[config.mk]
export PLATFORM = sky130hd
export DESIGN_NAME = i281_ctrl_fsm
export DESIGN_NICKNAME = d
export VERILOG_FILES = /design/src/rtl/i281_ctrl_fsm.sv
export SDC_FILE = /design/constraint.sdc
export NUM_CORES = 1
export LEC_CHECK = 0
export BUFFER_PORTS_ARGS = -buffer_cell sky130_fd_sc_hd__buf_4
export CAP_MARGIN = 20
export CORE_ASPECT_RATIO = 1.2
export CORE_MARGIN = 4
export CORE_UTILIZATION = 45
export DETAILED_ROUTE_END_ITERATION = 6
export GPL_ROUTABILITY_DRIVEN = 0
export GPL_TIMING_DRIVEN = 0
export HOLD_SLACK_MARGIN = 0.03
export PLACE_DENSITY = 0.85
export SLEW_MARGIN = 5
export SYNTH_ARGS = -nofsm -noshare
export SYNTH_HDL_FRONTEND = slang
export SYNTH_SLANG_ARGS = --single-unit
export TNS_END_PERCENT = 50
[constraint.sdc]
create_clock -name i_clk -period 1.6 [get_ports i_clk]
set_input_delay 0.08 -clock i_clk [delete_from_list [all_inputs] [get_ports i_clk]]
set_output_delay 0.08 -clock i_clk [all_outputs]
set_load 0.005 [all_outputs]
[src/rtl/i281_ctrl_fsm.sv]
// ---------------------------------------------------------------------------
// i281_ctrl_fsm -- multi-cycle control unit for the i281 processor.
//
// Three-state controller (FETCH -> EXEC [-> MEM] -> FETCH) that latches the
// instruction word, decodes it and drives the datapath strobes.
//
// Optional feature macro: I281_CTRL_MEM_TIMEOUT_EN
//   When defined, a 4-bit counter aborts a MEM access after 16 consecutive
//   unacknowledged cycles and raises the sticky o_mem_err flag.
//   When undefined, MEM waits indefinitely and o_mem_err is tied to 0.
//
// Ports:
//   i_clk, i_reset      rising-edge clock, synchronous active-high reset
//   i_en                advance enable (0 freezes state/IR/flags, no strobes)
//   i_instr             instruction word {opcode, RX, RY, IMM}
//   i_alu_flags         ALU result flags {C,Z,V,N}
//   i_dmem_ack          data-memory completion
//   o_ir_we             IR load strobe
//   o_pc_we, o_pc_sel   PC load strobe; 0 = PC+1, 1 = PC+1+IMM
//   o_rf_ra/rb/wa       register-file read A, read B, write address
//   o_rf_we, o_flag_we  register write strobe, flag latch strobe
//   o_alu_b_imm         ALU B operand taken from IMM
//   o_alu_op            00 add, 01 sub, 10 shl, 11 shr
//   o_wb_sel            00 ALU, 01 dmem, 10 IMM, 11 input port
//   o_dmem_req/we       data-memory request / write
//   o_dmem_addr_sel     0 = IMM, 1 = IMM+RY
//   o_flags             latched flag register
//   o_mem_err           sticky memory-timeout error
// ---------------------------------------------------------------------------
module i281_ctrl_fsm #(
    parameter int unsigned REG_ADDR_W = 2,
    parameter int unsigned IMM_W      = 8
) (
    input  logic                                i_clk,
    input  logic                                i_reset,
    input  logic                                i_en,
    input  logic [4+2*REG_ADDR_W+IMM_W-1:0]     i_instr,
    input  logic [3:0]                          i_alu_flags,
    input  logic                                i_dmem_ack,
    output logic                                o_ir_we,
    output logic                                o_pc_we,
    output logic                                o_pc_sel,
    output logic [REG_ADDR_W-1:0]               o_rf_ra,
    output logic [REG_ADDR_W-1:0]               o_rf_rb,
    output logic [REG_ADDR_W-1:0]               o_rf_wa,
    output logic                                o_rf_we,
    output logic                                o_flag_we,
    output logic                                o_alu_b_imm,
    output logic [1:0]                          o_alu_op,
    output logic [1:0]                          o_wb_sel,
    output logic                                o_dmem_req,
    output logic                                o_dmem_we,
    output logic                                o_dmem_addr_sel,
    output logic [3:0]                          o_flags,
    output logic                                o_mem_err
);

    localparam int unsigned IW = 4 + 2*REG_ADDR_W + IMM_W;

    typedef enum logic [1:0] {
        S_FETCH = 2'd0,
        S_EXEC  = 2'd1,
        S_MEM   = 2'd2
    } state_e;

    typedef enum logic [3:0] {
        OP_NOOP  = 4'h0, OP_INPUT = 4'h1, OP_MOVE   = 4'h2, OP_LOADI  = 4'h3,
        OP_ADD   = 4'h4, OP_ADDI  = 4'h5, OP_SUB    = 4'h6, OP_SUBI   = 4'h7,
        OP_LOAD  = 4'h8, OP_LOADF = 4'h9, OP_STORE  = 4'hA, OP_STOREF = 4'hB,
        OP_SHIFT = 4'hC, OP_CMP   = 4'hD, OP_JUMP   = 4'hE, OP_BRANCH = 4'hF
    } op_e;

    state_e                 r_state;
    state_e                 w_state_nxt;
    logic [IW-1:0]          r_ir;
    logic [3:0]             r_flags;

    op_e                    w_op;
    logic [REG_ADDR_W-1:0]  w_rx;
    logic [REG_ADDR_W-1:0]  w_ry;
    logic                   w_shr;
    logic                   w_unused_imm;
    logic [2:0]             w_cond;
    logic                   w_taken;
    logic                   w_is_store;
    logic                   w_is_fvar;
    logic                   w_timeout;
    logic                   w_mem_err;

    // Un-gated datapath controls; reset/enable masking is applied at the ports.
    logic                   w_ir_we, w_pc_we, w_pc_sel, w_rf_we, w_flag_we;
    logic                   w_alu_b_imm, w_dmem_req, w_dmem_we, w_dmem_addr_sel;
    logic [REG_ADDR_W-1:0]  w_rf_ra, w_rf_rb, w_rf_wa;
    logic [1:0]             w_alu_op, w_wb_sel;

    // ---------------- instruction field decode ----------------
    assign w_op         = op_e'(r_ir[IW-1 -: 4]);
    assign w_rx         = r_ir[IW-5 -: REG_ADDR_W];
    assign w_ry         = r_ir[IW-5-REG_ADDR_W -: REG_ADDR_W];
    assign w_shr        = r_ir[0];
    assign w_unused_imm = ^r_ir[IMM_W-1:1];

    // Low 3 bits of {RX,RY}; RY is at least 2 bits wide, so RX contributes bit 0.
    assign w_cond     = {w_rx[0], w_ry[1:0]};
    // Stores are A/B (opcode bit 1 set), F variants are the odd memory opcodes.
    assign w_is_store = r_ir[IW-3];
    assign w_is_fvar  = r_ir[IW-4];

    // Branch condition evaluated on latched flags: bit2 = Z, bit1 = V, bit0 = N.
    always_comb begin
        w_taken = 1'b0;
        case (w_cond)
            3'b000:  w_taken = r_flags[2];
            3'b001:  w_taken = ~r_flags[2];
            3'b010:  w_taken = ~r_flags[2] & (r_flags[0] ~^ r_flags[1]);
            3'b011:  w_taken = r_flags[0] ~^ r_flags[1];
            default: w_taken = 1'b0;
        endcase
    end

    // ---------------- optional memory timeout ----------------
`ifdef I281_CTRL_MEM_TIMEOUT_EN
    logic [3:0] r_to_cnt;
    logic       r_mem_err;

    // Counter holds the number of unacked MEM cycles already elapsed, so the
    // 16th unacked cycle is the one seen with the counter at 15.
    assign w_timeout = (r_state == S_MEM) && !i_dmem_ack && (r_to_cnt == 4'hF);
    assign w_mem_err = r_mem_err;

    always_ff @(posedge i_clk) begin
        if (i_reset) begin
            r_to_cnt  <= '0;
            r_mem_err <= 1'b0;
        end else if (i_en) begin
            if ((r_state == S_MEM) && !i_dmem_ack && !w_timeout)
                r_to_cnt <= r_to_cnt + 4'd1;
            else
                r_to_cnt <= '0;
            if (w_timeout)
                r_mem_err <= 1'b1;
        end
    end
`else
    assign w_timeout = 1'b0;
    assign w_mem_err = 1'b0;
`endif

    // ---------------- state, IR and flag registers ----------------
    always_ff @(posedge i_clk) begin
        if (i_reset) begin
            r_state <= S_FETCH;
            r_ir    <= '0;
            r_flags <= '0;
        end else if (i_en) begin
            r_state <= w_state_nxt;
            if (w_ir_we)
                r_ir <= i_instr;
            if (w_flag_we)
                r_flags <= i_alu_flags;
        end
    end

    // ---------------- next state and control decode ----------------
    always_comb begin
        w_state_nxt     = r_state;
        w_ir_we         = 1'b0;
        w_pc_we         = 1'b0;
        w_pc_sel        = 1'b0;
        w_rf_ra         = '0;
        w_rf_rb         = '0;
        w_rf_wa         = '0;
        w_rf_we         = 1'b0;
        w_flag_we       = 1'b0;
        w_alu_b_imm     = 1'b0;
        w_alu_op        = 2'b00;
        w_wb_sel        = 2'b00;
        w_dmem_req      = 1'b0;
        w_dmem_we       = 1'b0;
        w_dmem_addr_sel = 1'b0;

        unique case (r_state)
            S_FETCH: begin
                w_ir_we     = 1'b1;
                w_state_nxt = S_EXEC;
            end

            S_EXEC: begin
                w_state_nxt = S_FETCH;
                case (w_op)
                    OP_NOOP: begin
                        w_pc_we = 1'b1;
                    end
                    OP_INPUT, OP_MOVE, OP_LOADI: begin
                        w_rf_we  = 1'b1;
                        w_rf_wa  = w_rx;
                        w_rf_rb  = w_ry;
                        w_pc_we  = 1'b1;
                        w_wb_sel = (w_op == OP_INPUT) ? 2'b11 :
                                   (w_op == OP_LOADI) ? 2'b10 : 2'b00;
                    end
                    OP_ADD, OP_ADDI, OP_SUB, OP_SUBI, OP_SHIFT, OP_CMP: begin
                        w_rf_ra     = w_rx;
                        w_rf_rb     = w_ry;
                        w_rf_wa     = w_rx;
                        w_rf_we     = (w_op != OP_CMP);
                        w_flag_we   = 1'b1;
                        w_pc_we     = 1'b1;
                        w_alu_b_imm = (w_op == OP_ADDI) || (w_op == OP_SUBI);
                        if (w_op == OP_SHIFT)
                            w_alu_op = {1'b1, w_shr};
                        else if ((w_op == OP_ADD) || (w_op == OP_ADDI))
                            w_alu_op = 2'b00;
                        else
                            w_alu_op = 2'b01;
                    end
                    OP_LOAD, OP_LOADF, OP_STORE, OP_STOREF: begin
                        w_rf_ra         = w_ry;
                        w_rf_rb         = w_rx;
                        w_dmem_addr_sel = w_is_fvar;
                        w_state_nxt     = S_MEM;
                    end
                    OP_JUMP: begin
                        w_pc_we  = 1'b1;
                        w_pc_sel = 1'b1;
                    end
                    OP_BRANCH: begin
                        w_pc_we  = 1'b1;
                        w_pc_sel = w_taken;
                    end
                    default: ;
                endcase
            end

            S_MEM: begin
                w_rf_ra         = w_ry;
                w_rf_rb         = w_rx;
                w_dmem_addr_sel = w_is_fvar;
                w_dmem_req      = 1'b1;
                w_dmem_we       = w_is_store;
                if (i_dmem_ack || w_timeout) begin
                    w_pc_we     = 1'b1;
                    w_state_nxt = S_FETCH;
                    if (i_dmem_ack && !w_is_store) begin
                        w_rf_we  = 1'b1;
                        w_rf_wa  = w_rx;
                        w_wb_sel = 2'b01;
                    end
                end
            end

            default: w_state_nxt = S_FETCH;
        endcase
    end

    // ---------------- port masking ----------------
    // Strobes are suppressed both in reset and while frozen; everything else
    // is only forced low by reset.
    logic w_strobe_ok;
    assign w_strobe_ok = i_en & ~i_reset;

    assign o_ir_we         = w_ir_we    & w_strobe_ok;
    assign o_pc_we         = w_pc_we    & w_strobe_ok;
    assign o_rf_we         = w_rf_we    & w_strobe_ok;
    assign o_flag_we       = w_flag_we  & w_strobe_ok;
    assign o_dmem_req      = w_dmem_req & w_strobe_ok;
    assign o_dmem_we       = w_dmem_we  & w_strobe_ok;

    assign o_pc_sel        = w_pc_sel        & ~i_reset;
    assign o_alu_b_imm     = w_alu_b_imm     & ~i_reset;
    assign o_dmem_addr_sel = w_dmem_addr_sel & ~i_reset;
    assign o_mem_err       = w_mem_err       & ~i_reset;
    assign o_rf_ra         = i_reset ? '0 : w_rf_ra;
    assign o_rf_rb         = i_reset ? '0 : w_rf_rb;
    assign o_rf_wa         = i_reset ? '0 : w_rf_wa;
    assign o_alu_op        = i_reset ? '0 : w_alu_op;
    assign o_wb_sel        = i_reset ? '0 : w_wb_sel;
    assign o_flags         = i_reset ? '0 : r_flags;

endmodule
### Word level (Yosys, flattened, before mapping)

Cells that the tools add are included.

| storage, ports and cells | value |
|---|---|
| input port bits | 24 |
| output and inout port bits | 24 |
| bits in registers | 22 |
| logic and storage cells | 100 |

| cells by class | value |
|---|---|
| mux-type cells | 46 |
| bitwise operators | 14 |
| equal/unequal tests | 22 |
| reductions and logical operators | 15 |

Operators by type and width:

| kind | number |
|---|---|
| $eq 4x4->1 const B | 8 |
| $mux 2 | 16 |
| $pmux 2 s2 | 6 |
| $eq 4x3->1 const B | 4 |
| $mux 1 | 16 |
| $reduce_or 12->1 | 1 |
| $and 1x1->1 | 11 |
| $pmux 1 s2 | 5 |
| $reduce_or 9->1 | 1 |
| $eq 4x2->1 const B | 2 |
| $eq 3x2->1 const B | 2 |
| $pmux 2 s3 | 1 |
| $reduce_and 2->1 | 3 |
| $reduce_or 6->1 | 1 |
| $eq 4x1->1 const B | 1 |
| $logic_not 4->1 | 1 |
| $mux 4 | 1 |
| $ne 4x4->1 const B | 1 |
| $pmux 1 s4 | 1 |
| $reduce_or 4->1 | 1 |
| $eq 3x1->1 const B | 1 |
| $logic_not 3->1 | 1 |
| $reduce_or 3->1 | 1 |
| $eq 2x1->1 const B | 1 |
| other kinds (8) | 10 |

### Depth between registers and ports, before layout

Gate-level depths: netlist of the first run.

| depth | value |
|---|---|
| depth after elaboration | 7 |
| mapped depth | 6 |
| mapped depth without buffers | 5 |

### Least setup slack after synthesis of the first run

No wires, ideal clock.

| timing path | value |
|---|---|
| path kind | reg-to-output |
| start | register r_state[1] |
| end | output port o_pc_sel |
| stages on the path, launching flop included | 6 |
| buffers on the path | 0 |
| data arrival time | 1.274 ns |
| required time | 1.520 ns |
| setup slack | 0.246 ns |
| cells stage by stage | dfxtp_1 -> inv_1 -> ha_1 -> nand2_2 -> or3_1 -> a211oi_1 |

| on the way | value |
|---|---|
| cells in the longest elaborated chain, start to end | 3 |

Ends and longest elaborated chain:

| element | line | source |
|---|---|---|
| start: declaration | 73 | `state_e r_state;` |
| start signal: assignment | 156 | `r_state <= w_state_nxt;` |
| $eq 2x1->1 | 182 | `unique case (r_state)` |
| $mux 1 | 182 |  |
| $and 1x1->1 | 269 | `assign o_pc_sel = w_pc_sel & ~i_reset;` |
| end: declaration | 42 | `output logic o_pc_sel,` |

Every way passes these cells.

### Worst setup path in the final report of the first run

| timing path | value |
|---|---|
| start | register r_state[1] |
| end | output port o_rf_wa[1] |

| on the way | value |
|---|---|
| cells in the longest elaborated chain, start to end | 3 |
| elaborated cells on any way between the ends | 4 |
| those cells by class | 2 x eq/ne; 2 x mux |

Ends and longest elaborated chain:

| element | line | source |
|---|---|---|
| $eq 2x2->1 / $eq 2x1->1 (equally long branches) | 182 |  |
| $pmux 2 s2 (*) | 182 |  |
| $mux 2 (*) | 275 | `assign o_rf_wa = i_reset ? '0 : w_rf_wa;` |
| end: declaration | 45 | `output logic [REG_ADDR_W-1:0] o_rf_wa,` |

Every way passes the cells marked *; elsewhere a longest branch is shown, timed or not.

==> impl_metrics.json, run 1 <==
{
  "cts_tree": "done",
  "design_area_mm2": 0.00155,
  "relSlewSlack_pct": 61.0,
  "yosys.cell_types.count": 34,
  "ys_async_sr_fraction_pct": 0,
  "synth_ff_type": "dfxtp_1",
  "cp_num_buf_inv": 2,
  "holdWs_ns": 0.0439,
  "die_w_um": 51.2,
  "setup_viol": 10,
  "arrival_ns": 1.61,
  "seq_area_frac_synth_pct": 29.7,
  "place.detailed.hpwl_mm": 2.27,
  "min_period_ns": 1.69,
  "fillers": 174,
  "dp.cells": 209,
  "setup_tns_ns": -0.553,
  "layout.area.seq_um2": 307,
  "remaining_drc_errors": 0,
  "power_mw": 0.842,
  "vias": 1241,
  "overflow": 0,
  "synth.cell_area_mm2": 0.00101,
  "syn_inst": 142,
  "synth_nets": 169,
  "antennaDiodeCount": 0,
  "via_per_inst": 5.69,
  "multi_input_comb_area_um2": 764,
  "worst_slew_pin_slew_ns": 0.586,
  "startpoint_type": "register",
  "worstPathRequired_ns": 1.52,
  "final_cells": 218,
  "die_h_um": 59.9,
  "drive_above_1_share_pct": 44.1,
  "h-tree-depth": 1,
  "ir_worst_vdd_uv": 534,
  "ant_nets": 0,
  "path_cells": "buf_4 -> ha_2 -> nand3_1 -> a21oi_1 -> buf_4",
  "initial_core_util_pct": 48.2,
  "wirelength_mm": 3.40,
  "io_buffers": 37,
  "max_cap_violations": 0,
  "postLayoutSetupSlackWorst_ns": -0.0930,
  "rsz0062_at_grt": "true",
  "rows": 18,
  "hold_path_class": "input port to register",
  "grt_start_max_net_pins": 11,
  "die_area_mm2": 0.00307,
  "ios": 48,
  "power_density_mw_per_mm2": 543,
  "max_freq_mhz": 591,
  "final-hold-violation-count": 0,
  "cp_slowest_cell": "dfxtp_2",
  "grt_pass1_vias": 1170,
  "synth_edf_count": 0,
  "path_max_fanout": 8,
  "antenna_found_initial": 0,
  "syn2layout_area_growth_pct": 53.7,
  "crit_top_cell": "buf_4",
  "grt_pass1_wl_mm": 5.09,
  "fin_nets": 216,
  "syn_area_per_cell_um2": 7.11,
  "drt_iter0_drc": 52,
  "grt_usage_pct": 21.9,
  "core_mm2": 0.00209,
  "wl_per_cell_um": 15.6,
  "outcome": "complete, but fails checks",
  "worst_setup_path_end_kind": "output pin",
  "cts.clk_slew.worst_paths_ns": 0.10,
  "drtPass1Iterations": 4,
  "cts_root_buf": "clkbuf_4",
  "numCtsBuffers": 3,
  "path_delay_family": "flip-flops",
  "clockBufferDepth": 2,
  "yosysWarningCount": 0,
  "p_leak_nw": 0.621,
  "place_area_mm2": 0.00133,
  "skew_ns": 0.00945,
  "slew_violations": 0,
  "synth_seq_cells": 15,
  "critPathKind": "register to output pin",
  "cts_sinks": 15,
  "min_period_over_period_pct": 106,
  "insertion_delay_ns": 0.30,
  "violations": "negative setup slack",
  "critPathMaxStageDelay_ns": 0.36
}
layout by cell type, fill, tap and decap left out, drive strengths merged, types with 5 or more instances in the layout:
master  Yosys  routed
a21oi      21      21
buf         5      48
clkbuf      6       9
dfxtp      15      15
inv         6       6
nand2      20      20
nand3      12      12
nand4       5       5
nor2b       9       9
o21ai       7       7
per-stage QoR:
stage	utilization [%]	setup WS, ns
after global routing	74.1	-0.145
final	74.1	-0.0930
after CTS	71.0	-0.0770
after floorplan	-	0.246
after global placement	63.3	0.0343
after detailed placement	63.3	-0.0227
what timing repair did:
action	CTS	global route
pin swaps	9	8
endpoints found under the setup margin	15	15
gates resized for setup	29	15
hold buffers	0	0
setup buffers	4	2
Yosys cell counts (4+ instances only):
cell type | instances | area, um2
nor2_1 | 4 | 15.0
o31ai_1 | 4 | 30.0
nand3_1 | 12 | 60.1
dfxtp_1 | 15 | 300
nor2b_1 | 9 | 56.3
o21ai_0 | 7 | 35.0
inv_1 | 6 | 22.5
clkbuf_1 | 5 | 18.8
a21oi_1 | 21 | 105
nand4_1 | 5 | 31.3
nand2_1 | 19 | 71.3
final timing paths:
| check | from | slack (ns) | cells after the start | end |
|---|---|---|---|---|
| worst max-delay path | r_state[1] | -0.09 | 5 | o_rf_wa[1] |
| worst min-delay path | i_alu_flags[0] | 0.04 | 3 | r_flags[0] |
| worst min register to register | r_flags[3] | 0.48 | 2 | r_flags[3] |
| worst max register to register | r_state[1] | 0.19 | 7 | r_flags[0] |
area by class of cell:
class                   instances  share of cell area, %
plain buffers                  10                   4.03
clock buffers                   4                   1.69
inverters                       6                   1.77
multi-input cells             110                   49.3
flip-flops and latches         15                   19.8
well taps                      30                   2.42
repair buffers                 43                   21.0
worst register-to-register path, stage by stage (launching register included):
cell and delay (ns):
dfxtp_2 0.35, inv_4 0.07, ha_4 0.16, nand2_4 0.05
buf_4 0.17, buf_4 0.14, o31ai_1 0.25, a21oi_1 0.10
sequential cells by signal, indices dropped and copies added (netlist names):
signal and flops:
r_state 2, r_ir 9, r_flags 4
power breakdown:
group,internal [mW],leakage [nW],switching [mW]
combinational,0.0919,0.482,0.111
clock,0.0971,0.0150,0.133
sequential,0.390,0.124,0.0189
total,0.579,0.621,0.262
kinds of logic after synthesis:
family,count (synthesis),share of synthesized area (%)
compound gates,40,23.0
xor+xnor,1,0.868
fa+ha+maj,3,3.72
buf+inv,17,7.56
flops,15,29.7
other cells,1,0.371
simple gates,65,34.7
layer usage:
layer  vias up  GRT usage [%]  part of all wire, %  wire (um)
li1        594              -                    -          -
met1       573           24.4                   38       1300
met2        65           39.2                   51       1740
met3         9           5.99                  8.9        301
met4         0           8.99                  1.5         51
met5         -              0                    0          0
Power figures use the tool's default switching activity.
==> run 2: changes to the inputs <==
--- a/config.mk
+++ b/config.mk
@@ -19,4 +19,4 @@
 export SYNTH_ARGS = -nofsm -noshare
 export SYNTH_HDL_FRONTEND = slang
 export SYNTH_SLANG_ARGS = --single-unit
-export TNS_END_PERCENT = 50
+export TNS_END_PERCENT = 1
==> run 2 against run 1 <==
Against the previous run:
- the run still ends with negative setup slack left
- register-to-register slack worse by 0.02 ns
- cell count down 0.92%
- critical path depth unchanged
- combinational power down 5%
- first-iteration DRC count down 42%
- clock power about the same
- maximum frequency up 0.32%
- core utilization down 1.7 points
- global-route usage down 0.73 points
- worst hold slack worse by 0.0023 ns
- count of clock-buffer cells in the layout unchanged
- power down 2.0%
- critical endpoint unchanged
- largest cell class unchanged
- largest power group unchanged
==> impl_metrics.json, run 2 (same netlist as run 1, synthesis figures left out) <==
{
  "rows": 18,
  "clock_power_share_pct": 27.4,
  "design_area_mm2": 0.00152,
  "slew_violations": 0,
  "largest_reg_flops": 9,
  "worst_setup_path_end_kind": "output pin",
  "largest_registers": "r_ir (9), r_flags (4), r_state (2)",
  "final_cell_mix": "buf_4 (43), a21oi_1 (18), nand2_1 (15)",
  "initial_core_util_pct": 48.2,
  "wl_met3_um": 354,
  "regMostFlops": "r_ir",
  "drive_above_1_share_pct": 41.4,
  "antenna_found_initial": 0,
  "grt_start_max_net_pins": 11,
  "worstPathRequired_ns": 1.52,
  "power_density_mw_per_mm2": 545,
  "wl_per_cell_um": 15.1,
  "worst_slew_pin_slew_ns": 0.587,
  "remaining_drc_errors": 0,
  "cts_tree": "done",
  "met1_length_mm": 1.21,
  "syn2layout_area_growth_pct": 50.1,
  "antennaDiodeCount": 0,
  "io_buffers": 37,
  "arrival_ns": 1.61,
  "ios": 48,
  "fillers": 185,
  "max_cap_violations": 0,
  "outcome": "complete, but fails checks",
  "final-hold-violation-count": 0,
  "core_mm2": 0.00209,
  "die_w_um": 51.2,
  "clockBufferDepth": 2,
  "power_mw": 0.825,
  "place.detailed.hpwl_mm": 2.27,
  "max_freq_mhz": 593,
  "die_h_um": 59.9,
  "cts.clk_slew.worst_paths_ns": 0.09,
  "place_area_mm2": 0.00133,
  "rsz0062_at_grt": "true",
  "grt_pass1_wl_mm": 4.92,
  "ir_worst_vdd_uv": 522,
  "hold_path_class": "input port to register",
  "violations": "negative setup slack",
  "routed.top_layer": "met4",
  "path_max_fanout": 9,
  "grt_usage_pct": 21.2,
  "min_period_over_period_pct": 105,
  "numCtsBuffers": 3,
  "wirelength_mm": 3.26,
  "final_common_cell": "buf_4",
  "skew_ns": 0.00925,
  "holdWs_ns": 0.0415,
  "vias": 1248,
  "insertion_delay_ns": 0.30,
  "overflow": 0,
  "critPathKind": "register to output pin",
  "min_period_ns": 1.69,
  "drtPass1Iterations": 4,
  "drt_iter0_drc": 30,
  "p_switching_mw": 0.253,
  "cts_sinks": 15,
  "startpoint_type": "register",
  "wl_met2_mm": 1.64,
  "setup_viol": 10,
  "cts_root_buf": "clkbuf_4",
  "hold_buffers": 0,
  "fin_nets": 214,
  "p_sw_share_pct": 30.6,
  "p_int_mw": 0.572,
  "grt_pass1_vias": 1160,
  "via_per_inst": 5.78,
  "p_seq_share_pct": 49.3,
  "h-tree-depth": 1,
  "ant_nets": 0,
  "postLayoutSetupSlackWorst_ns": -0.0875,
  "p_leak_nw": 0.608,
  "relSlewSlack_pct": 60.9,
  "combPwrFrac_pct": 23.2,
  "die_area_mm2": 0.00307
}
==> run 2: cell types whose count changed in the layout (fill, tap and decap cells not counted), sizes merged <==
cell / before / now
buf: 48 / 46
==> run 2: worst paths after layout <==
check	from	endpoint	slack (ns)	cells after the start
setup / recovery	r_ir[12]	o_rf_wa[1]	-0.09	5
hold / removal	i_alu_flags[0]	r_flags[0]	0.04	3
setup reg to reg	r_state[1]	r_flags[2]	0.17	7
hold reg to reg	r_ir[0]	r_ir[0]	0.47	2
==> run 2: per-layer routing <==
| layer | GRT usage [%] | vias to the layer above |
|---|---|---|
| li1 | - | 590 |
| met1 | 23.3 | 571 |
| met2 | 38.9 | 75 |
| met3 | 5.24 | 12 |
| met4 | 8.24 | 0 |
| met5 | 0 | - |
==> run 2: layout make-up <==
type / instances / area [um2] / area share (%)
Inverter: 6 / 27.5 / 1.82
Tap cell: 30 / 37.5 / 2.48
Timing Repair Buffer: 41 / 308 / 20.3
Sequential cell: 15 / 305 / 20.1
Clock buffer: 4 / 26.3 / 1.73
Multi-Input combinational cell: 110 / 752 / 49.6
Buffer: 10 / 58.8 / 3.88
==> run 2: through the flow <==
step / util (%) / instances / setup TNS (ns) / setup slack [ns]
after floorplan: - / 142 / 0 / 0.246
after global placement: 63.3 / 209 / 0 / 0.0343
after detailed placement: 63.3 / 209 / -0.0227 / -0.0227
after CTS: 69.9 / 216 / -0.302 / -0.0770
after global routing: 72.3 / 216 / -1.26 / -0.152
final: 72.3 / 216 / -0.400 / -0.0875
==> run 2: power groups by stage <==
stage,clock network (mW),logic (mW),registers (mW)
detailed placement,0,0.155,0.413
global placement,0,0.150,0.412
global route,0.241,0.206,0.410
floorplan,0,0.0995,0.409
CTS,0.223,0.179,0.406
finish,0.227,0.192,0.407
==> run 2: critical path, cell delays in order (launching register included) <==
cell and delay [ns]:
dfxtp_1 0.30, buf_2 0.17, o21ba_2 0.23, o21ai_1 0.32, a21oi_1 0.14, buf_4 0.15
==> run 2: repair_timing <==
item | 4_1_cts | 5_1_grt
pin swaps | 5 | 4
setup endpoints to repair | 15 | 15
buffers inserted | 4 | 0
resized for setup | 23 | 13
==> run 3: changes to the inputs <==
--- a/config.mk
+++ b/config.mk
@@ -9,12 +9,12 @@
 export CAP_MARGIN = 20
 export CORE_ASPECT_RATIO = 1.2
 export CORE_MARGIN = 4
-export CORE_UTILIZATION = 45
+export CORE_UTILIZATION = 41
 export DETAILED_ROUTE_END_ITERATION = 6
 export GPL_ROUTABILITY_DRIVEN = 0
 export GPL_TIMING_DRIVEN = 0
 export HOLD_SLACK_MARGIN = 0.03
-export PLACE_DENSITY = 0.85
+export PLACE_DENSITY = 0.82
 export SLEW_MARGIN = 5
 export SYNTH_ARGS = -nofsm -noshare
 export SYNTH_HDL_FRONTEND = slang
==> constraint.sdc (replaced) <==
create_clock -name i_clk -period 1.4 [get_ports i_clk]
set_input_delay 0.21 -clock i_clk [delete_from_list [all_inputs] [get_ports i_clk]]
set_output_delay 0.21 -clock i_clk [all_outputs]
set_load 0.005 [all_outputs]
==> run 3 against run 2 <==
Against the previous run:
- the run still ends with negative setup slack left
- sequential share of layout area decreased by 0.29 points
- register-to-register slack lost 0.10 ns
- first-iteration DRC count increased by 97%
- final area increased by 1.9%
- wire length increased by 7.8%
- critical path depth up 1
- core utilization down 6.1 points
- die area grew 8.3%
- clock power rose by 14%
- largest cell class unchanged
- largest power group unchanged
- highest routed layer unchanged
==> impl_metrics.json, run 3 (same netlist as run 1, synthesis figures left out) <==
{
  "initial_core_util_pct": 43.3,
  "final_core_util_pct": 66.3,
  "grt_usage_pct": 21.6,
  "syn2layout_area_growth_pct": 52.9,
  "path_max_fanout": 6,
  "wirelength_mm": 3.51,
  "final_common_cell": "buf_4",
  "reg2reg_to": "r_flags[1]",
  "antennaDiodeCount": 0,
  "largest_registers": "r_ir (9), r_flags (4), r_state (2)",
  "rows": 19,
  "p_leak_nw": 0.629,
  "die_h_um": 62.4,
  "regMostFlops": "r_ir",
  "antenna_found_initial": 0,
  "final-hold-violation-count": 0,
  "cts_sinks": 15,
  "fin_nets": 214,
  "remaining_drc_errors": 0,
  "min_period_ns": 1.84,
  "hold_path_class": "input port to register",
  "violations": "negative setup slack",
  "io_buffers": 37,
  "startpoint": "r_state[0]",
  "drtPass1Iterations": 4,
  "cts_root_buf": "clkbuf_4",
  "overflow": 0,
  "min_to": "r_flags[0]",
  "max_cap_violations": 0,
  "vias": 1270,
  "ant_nets": 0,
  "hold_buffers": 0,
  "reg2reg_depth": 6,
  "cp_slowest_cell": "dfxtp_4",
  "min_period_over_period_pct": 132,
  "ios": 48,
  "cts.clk_slew.worst_paths_ns": 0.10,
  "rsz0062_at_grt": "true",
  "max_freq_mhz": 542,
  "reg2reg_slack_ns": 0.07,
  "worst_setup_path_end_kind": "output pin",
  "skew_ns": 0.00633,
  "postLayoutSetupSlackWorst_ns": -0.444,
  "via_per_inst": 5.85,
  "startpoint_type": "register",
  "clockBufferDepth": 2,
  "grt_start_max_net_pins": 11,
  "grt_pass1_vias": 1204,
  "wl_per_cell_um": 16.2,
  "core_mm2": 0.00233,
  "place.detailed.hpwl_mm": 2.28,
  "slew_violations": 0,
  "path_delay_family": "flip-flops",
  "arrival_ns": 1.63,
  "final_cell_mix": "buf_4 (41), a21oi_1 (17), nand2_1 (15)",
  "cts_tree": "done",
  "die_area_mm2": 0.00332,
  "rr_startpoint": "r_state[1]",
  "h-tree-depth": 1,
  "drt_iter0_drc": 59,
  "worstPathRequired_ns": 1.19,
  "power_density_mw_per_mm2": 627,
  "design_area_mm2": 0.00154,
  "place_area_mm2": 0.00134,
  "cp_num_buf_inv": 2,
  "setup_viol": 21,
  "die_w_um": 53.3,
  "setup_tns_ns": -5.39,
  "critPathKind": "register to output pin",
  "insertion_delay_ns": 0.29,
  "largest_reg_flops": 9,
  "critPathMaxStageDelay_ns": 0.40,
  "drive_above_1_share_pct": 44.6,
  "path_cells": "inv_4 -> ha_4 -> nor2b_4 -> nand2_2 -> o22ai_1 -> buf_4",
  "whs_path_depth": 3,
  "numCtsBuffers": 3,
  "ir_worst_vdd_uv": 501,
  "min_from": "i_alu_flags[0]",
  "outcome": "complete, but fails checks",
  "grt_pass1_wl_mm": 5.49
}
## run 3: cell types whose count changed in the layout (fill, tap and decap cells not counted), moves of 2 or more
cell / delta
buf_4: -2
o21ai_1: -2
o22ai_2: -2
buf_6: +3
o22ai_1: +2
clkbuf_1: -2
## run 3: how the worst max path moves through the flow
stage                             to  cells past startpoint
after floorplan             o_pc_sel                      5
after global placement      o_pc_sel                      6
after detailed placement    o_pc_sel                      6
after CTS                 o_rf_rb[1]                      6
after global routing        o_pc_sel                      6
final                     o_rf_rb[1]                      6
## run 3: area by class of cell
cell class	count	area [um2]
plain buffers	10	76.3
clock inverters	1	5.00
well taps	31	38.8
multi-input cells	110	748
inverters	6	27.5
fillers	195	786
repair buffers	41	319
clock buffers	3	22.5
flip-flops and latches	15	307
## run 3: timing repair
item / 4_1_cts / 5_1_grt
setup endpoints to repair: 19 / 23
pin swaps: 8 / 2
gates resized for setup: 38 / 5
buffers inserted: 4 / 0
cloned: 0 / 0
## run 3: power by group
part	switching (mW)	internal, mW	leakage (nW)
combinational	0.129	0.113	0.487
sequential	0.0212	0.446	0.124
clock	0.153	0.106	0.0177
## run 3: per-stage QoR
stage	std cells	hold WS (ns)	power, mW	setup slack, ns
4_1_cts	217	0.173	0.955	-0.374
2_1_floorplan	142	0.360	0.583	-0.0207
5_1_grt	217	0.175	1.01	-0.457
6_report	217	0.174	0.967	-0.444
3_3_place_gp	210	0.445	0.647	-0.216
3_5_place_dp	210	0.454	0.655	-0.266
## run 3: layer usage
layer  GRT usage, %  routed length [um]  up-vias
met5              0                   0        -
met4           13.1                 105        0
met3           3.59                 245       16
met2           37.1                1820       76
met1           23.5                1340      590
li1               -                   -      588
## run 3: worst min-delay path, delay by kind of cell
family | cells | cell delay (ns)
buffers and inverters | 1 | 0.11
AND/OR/NAND/NOR | 1 | 0.06
AO/OA/AOI/OAI | 1 | 0.05
